### config.mk
export PLATFORM = sky130hd
export DESIGN_NAME = sram_rr_arbiter_flat
export DESIGN_NICKNAME = d
export VERILOG_FILES = /design/src/rtl/sram_rr_arbiter_if.sv /design/src/rtl/sram_rr_arbiter.sv /design/src/flat_wrapper.sv
export SDC_FILE = /design/constraint.sdc
export NUM_CORES = 1
export LEC_CHECK = 0
export BUFFER_PORTS_ARGS = -buffer_cell sky130_fd_sc_hd__buf_2
export CAP_MARGIN = 20
export CORE_AREA = 2 2 148 150
export CTS_BUF_LIST = sky130_fd_sc_hd__clkbuf_2
export CTS_CLUSTER_SIZE = 14
export DETAILED_ROUTE_END_ITERATION = 10
export DIE_AREA = 0 0 150 152
export PLACE_DENSITY_LB_ADDON = 0.12
export RECOVER_POWER = 100
export SYNTH_ARGS = -nofsm -noshare
export SYNTH_HDL_FRONTEND = slang
export SYNTH_SLANG_ARGS = --single-unit
### constraint.sdc
create_clock -name Clk_CI -period 1.57 [get_ports Clk_CI]
set_clock_uncertainty 0.1 [all_clocks]
set_input_delay 0.2355 -clock Clk_CI [delete_from_list [all_inputs] [get_ports Clk_CI]]
set_output_delay 0.2355 -clock Clk_CI [all_outputs]
set_load 0.1 [all_outputs]
### src/rtl/sram_rr_arbiter_if.sv
// Bundles for the shared scratchpad arbiter: requester-side bus (master = requesters)
// and RAM-side pins (master = arbiter).
interface sram_rr_arbiter_if #(
  parameter int NUM_REQ    = 2,
  parameter int ADDR_WIDTH = 10
);
  logic [NUM_REQ-1:0]                 Req_SI;
  logic [NUM_REQ-1:0]                 WrEn_SI;
  logic [NUM_REQ-1:0][7:0]            BEn_SI;
  logic [NUM_REQ-1:0][63:0]           WrData_DI;
  logic [NUM_REQ-1:0][ADDR_WIDTH-1:0] Addr_DI;
  logic [NUM_REQ-1:0]                 Gnt_SO;
  logic [NUM_REQ-1:0]                 RVld_SO;
  logic [63:0]                        RData_DO;

  modport master (
    output Req_SI, WrEn_SI, BEn_SI, WrData_DI, Addr_DI,
    input  Gnt_SO, RVld_SO, RData_DO
  );

  modport slave (
    input  Req_SI, WrEn_SI, BEn_SI, WrData_DI, Addr_DI,
    output Gnt_SO, RVld_SO, RData_DO
  );
endinterface

interface sram_rr_ram_if #(
  parameter int ADDR_WIDTH = 10
);
  logic                  RamCSel_SO;
  logic                  RamWrEn_SO;
  logic [7:0]            RamBEn_SO;
  logic [63:0]           RamWrData_DO;
  logic [ADDR_WIDTH-1:0] RamAddr_DO;
  logic [63:0]           RamRdData_DI;

  modport master (
    output RamCSel_SO, RamWrEn_SO, RamBEn_SO, RamWrData_DO, RamAddr_DO,
    input  RamRdData_DI
  );

  modport slave (
    input  RamCSel_SO, RamWrEn_SO, RamBEn_SO, RamWrData_DO, RamAddr_DO,
    output RamRdData_DI
  );
endinterface

### src/rtl/sram_rr_arbiter.sv
// Round-robin arbiter sharing one 64-bit byte-enable SRAM between NUM_REQ requesters,
// steering read data back to the requester that issued it.
module sram_rr_arbiter #(
  parameter int NUM_REQ    = 2,
  parameter int ADDR_WIDTH = 10,
  parameter int OUT_REGS   = 0
) (
  input  logic               Clk_CI,
  input  logic               Rst_RI,
  sram_rr_arbiter_if.slave   bus,
  sram_rr_ram_if.master      ram
);
  localparam int RD_LAT = (OUT_REGS > 0) ? 2 : 1;
  localparam int IDW    = $clog2(NUM_REQ);

  logic [IDW-1:0]             ptr_q, ptr_d;
  logic [IDW-1:0]             win, cand;
  logic                       found;
  logic [NUM_REQ-1:0]         gnt, rvld;
  logic [RD_LAT-1:0]          vld_q, vld_d;
  logic [RD_LAT-1:0][IDW-1:0] id_q, id_d;

  // Scan from the priority pointer; the first requester found wins.
  always_comb begin
    win   = '0;
    cand  = '0;
    found = 1'b0;
    for (int k = 0; k < NUM_REQ; k++) begin
      cand = IDW'((int'(ptr_q) + k) % NUM_REQ);
      if (!found && bus.Req_SI[cand]) begin
        found = 1'b1;
        win   = cand;
      end
    end
    if (Rst_RI) begin
      found = 1'b0;
    end
    gnt   = found ? (NUM_REQ'(1) << win) : '0;
    ptr_d = ptr_q;
    if (found) begin
      ptr_d = (win == IDW'(NUM_REQ - 1)) ? '0 : win + 1'b1;
    end
  end

  always_comb begin
    ram.RamCSel_SO   = 1'b0;
    ram.RamWrEn_SO   = 1'b0;
    ram.RamBEn_SO    = '0;
    ram.RamWrData_DO = '0;
    ram.RamAddr_DO   = '0;
    if (found) begin
      ram.RamCSel_SO   = 1'b1;
      ram.RamWrEn_SO   = bus.WrEn_SI[win];
      ram.RamBEn_SO    = bus.BEn_SI[win];
      ram.RamWrData_DO = bus.WrData_DI[win];
      ram.RamAddr_DO   = bus.Addr_DI[win];
    end
  end

  // Read-return pipeline matches the RAM latency so ids line up with RdData.
  always_comb begin
    vld_d    = '0;
    id_d     = '0;
    vld_d[0] = found & ~bus.WrEn_SI[win];
    id_d[0]  = win;
    for (int s = 1; s < RD_LAT; s++) begin
      vld_d[s] = vld_q[s-1];
      id_d[s]  = id_q[s-1];
    end
  end

  always_ff @(posedge Clk_CI or posedge Rst_RI) begin
    if (Rst_RI) begin
      ptr_q <= '0;
      vld_q <= '0;
      id_q  <= '0;
    end else begin
      ptr_q <= ptr_d;
      vld_q <= vld_d;
      id_q  <= id_d;
    end
  end

  always_comb begin
    rvld = '0;
    if (vld_q[RD_LAT-1] && !Rst_RI) begin
      rvld[id_q[RD_LAT-1]] = 1'b1;
    end
    bus.Gnt_SO   = gnt;
    bus.RVld_SO  = rvld;
    bus.RData_DO = (|rvld) ? ram.RamRdData_DI : '0;
  end
endmodule

### src/flat_wrapper.sv
// flat-port wrapper written by rule: the top's interface ports become plain ports
module sram_rr_arbiter_flat 
#(
  parameter int NUM_REQ    = 2,
  parameter int ADDR_WIDTH = 10,
  parameter int OUT_REGS   = 0
)
  (Clk_CI, Rst_RI, bus_Req_SI, bus_WrEn_SI, bus_BEn_SI, bus_WrData_DI, bus_Addr_DI, bus_Gnt_SO, bus_RVld_SO, bus_RData_DO, ram_RamCSel_SO, ram_RamWrEn_SO, ram_RamBEn_SO, ram_RamWrData_DO, ram_RamAddr_DO, ram_RamRdData_DI);
  sram_rr_arbiter_if #(.NUM_REQ(NUM_REQ), .ADDR_WIDTH(ADDR_WIDTH)) bus_i ();
  sram_rr_ram_if #(.ADDR_WIDTH(ADDR_WIDTH)) ram_i ();
  input  logic Clk_CI;
  input  logic Rst_RI;
  input wire logic [$bits(bus_i.Req_SI)-1:0] bus_Req_SI;
  input wire logic [$bits(bus_i.WrEn_SI)-1:0] bus_WrEn_SI;
  input wire logic [$bits(bus_i.BEn_SI)-1:0] bus_BEn_SI;
  input wire logic [$bits(bus_i.WrData_DI)-1:0] bus_WrData_DI;
  input wire logic [$bits(bus_i.Addr_DI)-1:0] bus_Addr_DI;
  output wire logic [$bits(bus_i.Gnt_SO)-1:0] bus_Gnt_SO;
  output wire logic [$bits(bus_i.RVld_SO)-1:0] bus_RVld_SO;
  output wire logic [$bits(bus_i.RData_DO)-1:0] bus_RData_DO;
  output wire logic [$bits(ram_i.RamCSel_SO)-1:0] ram_RamCSel_SO;
  output wire logic [$bits(ram_i.RamWrEn_SO)-1:0] ram_RamWrEn_SO;
  output wire logic [$bits(ram_i.RamBEn_SO)-1:0] ram_RamBEn_SO;
  output wire logic [$bits(ram_i.RamWrData_DO)-1:0] ram_RamWrData_DO;
  output wire logic [$bits(ram_i.RamAddr_DO)-1:0] ram_RamAddr_DO;
  input wire logic [$bits(ram_i.RamRdData_DI)-1:0] ram_RamRdData_DI;
  assign bus_i.Req_SI = bus_Req_SI;
  assign bus_i.WrEn_SI = bus_WrEn_SI;
  assign bus_i.BEn_SI = bus_BEn_SI;
  assign bus_i.WrData_DI = bus_WrData_DI;
  assign bus_i.Addr_DI = bus_Addr_DI;
  assign bus_Gnt_SO = bus_i.Gnt_SO;
  assign bus_RVld_SO = bus_i.RVld_SO;
  assign bus_RData_DO = bus_i.RData_DO;
  assign ram_RamCSel_SO = ram_i.RamCSel_SO;
  assign ram_RamWrEn_SO = ram_i.RamWrEn_SO;
  assign ram_RamBEn_SO = ram_i.RamBEn_SO;
  assign ram_RamWrData_DO = ram_i.RamWrData_DO;
  assign ram_RamAddr_DO = ram_i.RamAddr_DO;
  assign ram_i.RamRdData_DI = ram_RamRdData_DI;
  sram_rr_arbiter #(.NUM_REQ(NUM_REQ), .ADDR_WIDTH(ADDR_WIDTH), .OUT_REGS(OUT_REGS)) u_core (.Clk_CI(Clk_CI), .Rst_RI(Rst_RI), .bus(bus_i), .ram(ram_i));
endmodule
After elaboration in Yosys (flattened, before gate mapping)
Index checks and enable logic that the tools add are counted.
{"block": "op_classes", "addsub": 2, "n_lt_le_gt_ge": 5, "shifts": 1, "n_mux": 28, "n_bitwise": 2, "n_reduce_logical": 6}
{"cell": "64-bit 2-to-1 mux", "count": 4}
{"cell": "10-bit 2-to-1 mux", "count": 3}
{"cell": "8-bit 2-to-1 mux", "count": 3}
{"cell": "1-bit 2-to-1 mux", "count": 15}
{"cell": "1-bit by 2-bit less-than comparator with 1-bit output (second input constant)", "count": 4}
{"cell": "2-bit 2-to-1 mux", "count": 2}
{"cell": "1-bit logical AND", "count": 3}
{"cell": "1-bit adder (second input constant)", "count": 2}
{"cell": "1-bit zero test", "count": 2}
{"cell": "2-bit OR reduction", "count": 1}
{"cell": "1-bit by 1-bit left shift with 2-bit output (first input constant)", "count": 1}
{"cell": "1-bit AND", "count": 1}
{"cell": "1-bit demux with 1-bit select", "count": 1}
{"cell": "1-bit greater-or-equal comparator (second input constant)", "count": 1}
{"cell": "1-bit inverter", "count": 1}
{"block": "word_totals", "register_bits": 3, "in_bits": 234, "output_inout_bits": 152, "wordCells": 47}

Longest topological paths before layout
{"block": "logic_depth", "ltp_word": 10, "mapped_depth": 5, "ltp_nobuf": 2}

Worst setup path before layout
OpenSTA, ideal clock, no wires.
{"block": "synth_timing", "path_type": "flip-flop to output port", "startpoint": "register u_core.ptr_q", "endpoint": "output ram_RamWrData_DO[25]", "arrival_ps": 3043, "required_ps": 1234, "path_slack_ps": -1809, "stages_incl_launch_ff": 5, "n_path_buf": 2, "path_cell_list": "dfrtp_1 > nor2b_1 > buf_6 > clkbuf_1 > o32ai_1"}
{"block": "synth_via", "elab_chain_cells": 9, "elab_cells_between_ends": 15, "cone_classes": "add/sub (1); mux (12); reduce/logical (2)"}
{"item": "start, declared", "line": "sram_rr_arbiter.sv:16", "rtl": "logic [IDW-1:0] ptr_q, ptr_d;"}
{"item": "start signal, assigned", "line": "sram_rr_arbiter.sv:78", "rtl": "ptr_q <= ptr_d;"}
{"item": "1-bit 2-to-1 mux (implied by the code) (2 in a row)", "line": "sram_rr_arbiter.sv:30", "rtl": "if (!found && bus.Req_SI[cand]) begin"}
{"item": "1-bit 2-to-1 mux", "line": "sram_rr_arbiter.sv:30"}
{"item": "1-bit zero test", "line": "sram_rr_arbiter.sv:30"}
{"item": "1-bit logical AND", "line": "sram_rr_arbiter.sv:30"}
{"item": "1-bit 2-to-1 mux", "line": "sram_rr_arbiter.sv:30"}
{"item": "64-bit 2-to-1 mux (implied by the code) (2 in a row)", "line": "sram_rr_arbiter.sv:55", "rtl": "ram.RamWrData_DO = bus.WrData_DI[win];"}
{"item": "64-bit 2-to-1 mux (*)", "line": "sram_rr_arbiter.sv:51", "rtl": "if (found) begin"}
{"item": "end, declared", "line": "flat_wrapper.sv:24", "rtl": "output wire logic [$bits(ram_i.RamWrData_DO)-1:0] ram_RamWrData_DO;"}
Every way passes the cells marked *; elsewhere a longest branch is shown, timed or not. The select of a mux whose other input is x is not followed.

Worst setup path after layout
{"block": "layout_timing", "startpoint": "register u_core.ptr_q", "endpoint": "output ram_RamWrData_DO[42]"}
The elaborated chain is that of the path after synthesis.

==> summary.txt <==
Run status
  • Status: finished, violations left
  • Failing checks: negative setup slack

Detailed routing
  • Vias/cell: 4.245
  • DR vias: 4495
  • Routed length per instance: 17.80 µm
  • WL final: 18.85 mm
  • DRT iter0 DRCs: 134
  • # DRC: 0
  • 1st-pass router iterations: 4
  • DRT antenna net count: 0

Clock tree
  • CTS tree: built
  • Clock Path Buffers: 2
  • Worst skew pair latency: 0.21 ns
  • Root buffer cell: clkbuf_2
  • Clk slew on worst S/H paths: 0.04 ns
  • Total CTS buffers: 3
  • Clock sink total: 3
  • H-tree level count: 1

Cells and area
  • Commonest cells after routing, fill and taps aside: 232 x buf_2, 177 x buf_12, 166 x nand2b_1, 83 x o32ai_4, 65 x and2_4
  • Area Overhead vs Synth: 242.3%
  • Filler cells: 2014
  • Share of cells above drive strength 1: 0.7719
  • Final #Nets: 1011
  • Commonest non-fill, non-tap cell in the layout: buf_2
  • Fin area: 9744 µm²

Critical path
  • Crit path launch type: register
  • CP top delay family: buffers and inverters
  • Stages on the worst setup path: 5
  • Crit path max-delay cell type: dfrtp_2
  • CP required: 1.23 ns
  • Critical path peak fanout: 9
  • CP dominant cell by count: buf_12
  • R2R Setup Slk: 0.09 ns
  • Critical-path cell list: a21bo_4 > buf_12 > buf_16 > o32ai_4 > buf_12
  • Slowest stage delay, CP: 0.43 ns
  • Crit path buffers/inverters: 3
  • CP Data Arrival Time: 1.57 ns
  • Kind of critical path: reg2out
  • FF-to-FF path depth: 5
  • Crit end category: primary output

Timing
  • Minimum hold slack: 0.3648 ns
  • RSZ-0062 raised after global routing: true
  • Sum Neg Setup Slack: -36.31 ns
  • Pins over their slew limit: 0
  • Fmax: 524.3 MHz
  • Period minus WS final: 1.907 ns
  • Setup ws final: -0.3374 ns
  • Worst Tran Pin Value: 0.3597 ns
  • Endpoints failing setup: 151
  • Final hold violation count: 0
  • Slew headroom: 0.7602
  • Period utilisation layout: 1.215

Synthesis
  • Post-synthesis sequential element count: 3
  • Async set-or-reset flop fraction in the synthesized netlist: 1.000
  • Mapped Area: 2846 µm²
  • Top FF cell, synth: dfrtp_1
  • Number of flops mapped to enable cells by yosys: 0
  • Mapped Cells: 387
  • Syn nets: 621
  • Synth Warn #: 0
  • Synth top area share: 0.3648
  • Syn_area_per_cell: 7.355 µm²
  • Ranking of synthesized cells by area: nand2b_1 36%, o32ai_1 17%, o32ai_2 16%
  • Cell type with the highest aggregate area in the netlist: nand2b_1
  • Post-synth cell types: 20
  • Post-synthesis sequential area ratio: 0.02637

Global routing
  • Largest net degree at the start of global routing: 96
  • Gr usage total: 0.1558
  • Vias in the first global route: 4898
  • Antenna violations before repair: 2
  • Grt total ovfl: 0
  • First-pass GRT wire length: 28.28 mm

Floorplanning
  • # IOs: 386
  • Die X: 150 µm
  • Core Footprint: 21350 µm²
  • Die span in y: 152 µm
  • Initial Utilization: 0.1333
  • Die area: 22800 µm²
  • Num rows: 54

Place
  • HPWL after DPL: 14.97 mm
  • PortBufs: 385
  • Routability cong.: 0.8063
  • Placed cell area: 9283 µm²

Power and ir drop
  • Leak pwr: 0.003759 µW
  • Overall power: 5126 µW
  • Power density of the placed cells: 526.0 nW/µm²
  • VDD IR max: 0.0003093 V

Min path
  • Min-Delay Path Class: in2reg
  • Worst hold path depth: 4

Run
  • Max Cap Viol: 0
## final cells by class
type                       instances  area [µm²]  share of cell area
timing repair buffer             439        5241              0.5379
multi-input combinational        328        4034              0.4140
tap                              280       350.3             0.03595
sequential                         3       76.32            0.007833
clock buffer                       4       20.02            0.002054
inverter                           2       15.01            0.001541
antenna                            3       7.507           0.0007704
## metrics by stage
stage          instances  setup slack, ns  utilization
2_1_floorplan        387          -0.3946            -
3_3_place_gp        1035          -0.1281       0.4348
3_5_place_dp        1035          -0.1576       0.4348
4_1_cts             1048          -0.3633       0.4479
5_1_grt             1058          -0.4061       0.4563
6_report            1059          -0.3374       0.4564
## what timing repair did
item,in CTS,in global routing
endpoints found under the setup margin,150,151
cloned,6,7
resized for setup,37,4
pin swaps,63,9
endpoints found under the hold margin,3,0
hold buffers,1,0
setup buffers,2,1
## sequential cells by signal, indices dropped and copies added, names as in the netlist
name          cells
u_core.ptr_q      1
u_core.id_q       1
u_core.vld_q      1
## worst paths after layout
check                                             to           start
worst max register to register          u_core.vld_q    u_core.ptr_q
min in group asynchronous               u_core.ptr_q          Rst_RI
worst min-delay path                    u_core.vld_q  bus_WrEn_SI[1]
worst max-delay path            ram_RamWrData_DO[42]    u_core.ptr_q
max in group asynchronous               u_core.ptr_q          Rst_RI
worst min register to register          u_core.ptr_q    u_core.ptr_q
## routing by layer
| metal | part of all wire | wire (µm) | GRT usage |
|---|---|---|---|
| met5 | 0 | 0 | 0 |
| met2 | 0.54 | 10250 | 0.2983 |
| met1 | 0.37 | 7024 | 0.1723 |
| met3 | 0.071 | 1336 | 0.03363 |
| met4 | 0.013 | 245 | 0.03504 |
## cell usage after synthesis (3+ instances only)
master    number
and2_1        65
buf_2         12
buf_6          7
nor2b_1        3
dfrtp_1        3
clkbuf_2       5
o32ai_2       28
nand2b_1     166
clkbuf_1      25
buf_4          5
nor2_1         4
o32ai_1       56
## tightest hold or removal path: stages
cell and delay, ns:
buf_2 0.09, or2_2 0.09, o32ai_1 0.08, buf_4 0.13
## cell families (layout without fill, tap and decap cells)
family	count (synthesis)	in the layout	synth area share
flip-flops	3	3	0.02637
AND/OR/NAND/NOR	242	242	0.5284
buffers and inverters	56	445	0.1064
other	0	3	0
AO/OA/AOI/OAI	86	86	0.3389
## power breakdown
group | switching, µW | internal, µW | leakage (µW)
Clock | 40.5 | 67.1 | 0.0000166
Combinational | 2910 | 2010 | 0.00371
Sequential | 11.7 | 88.3 | 0.0000366
Total | 2960 | 2160 | 0.00376
(Power assumes the default switching activity.)
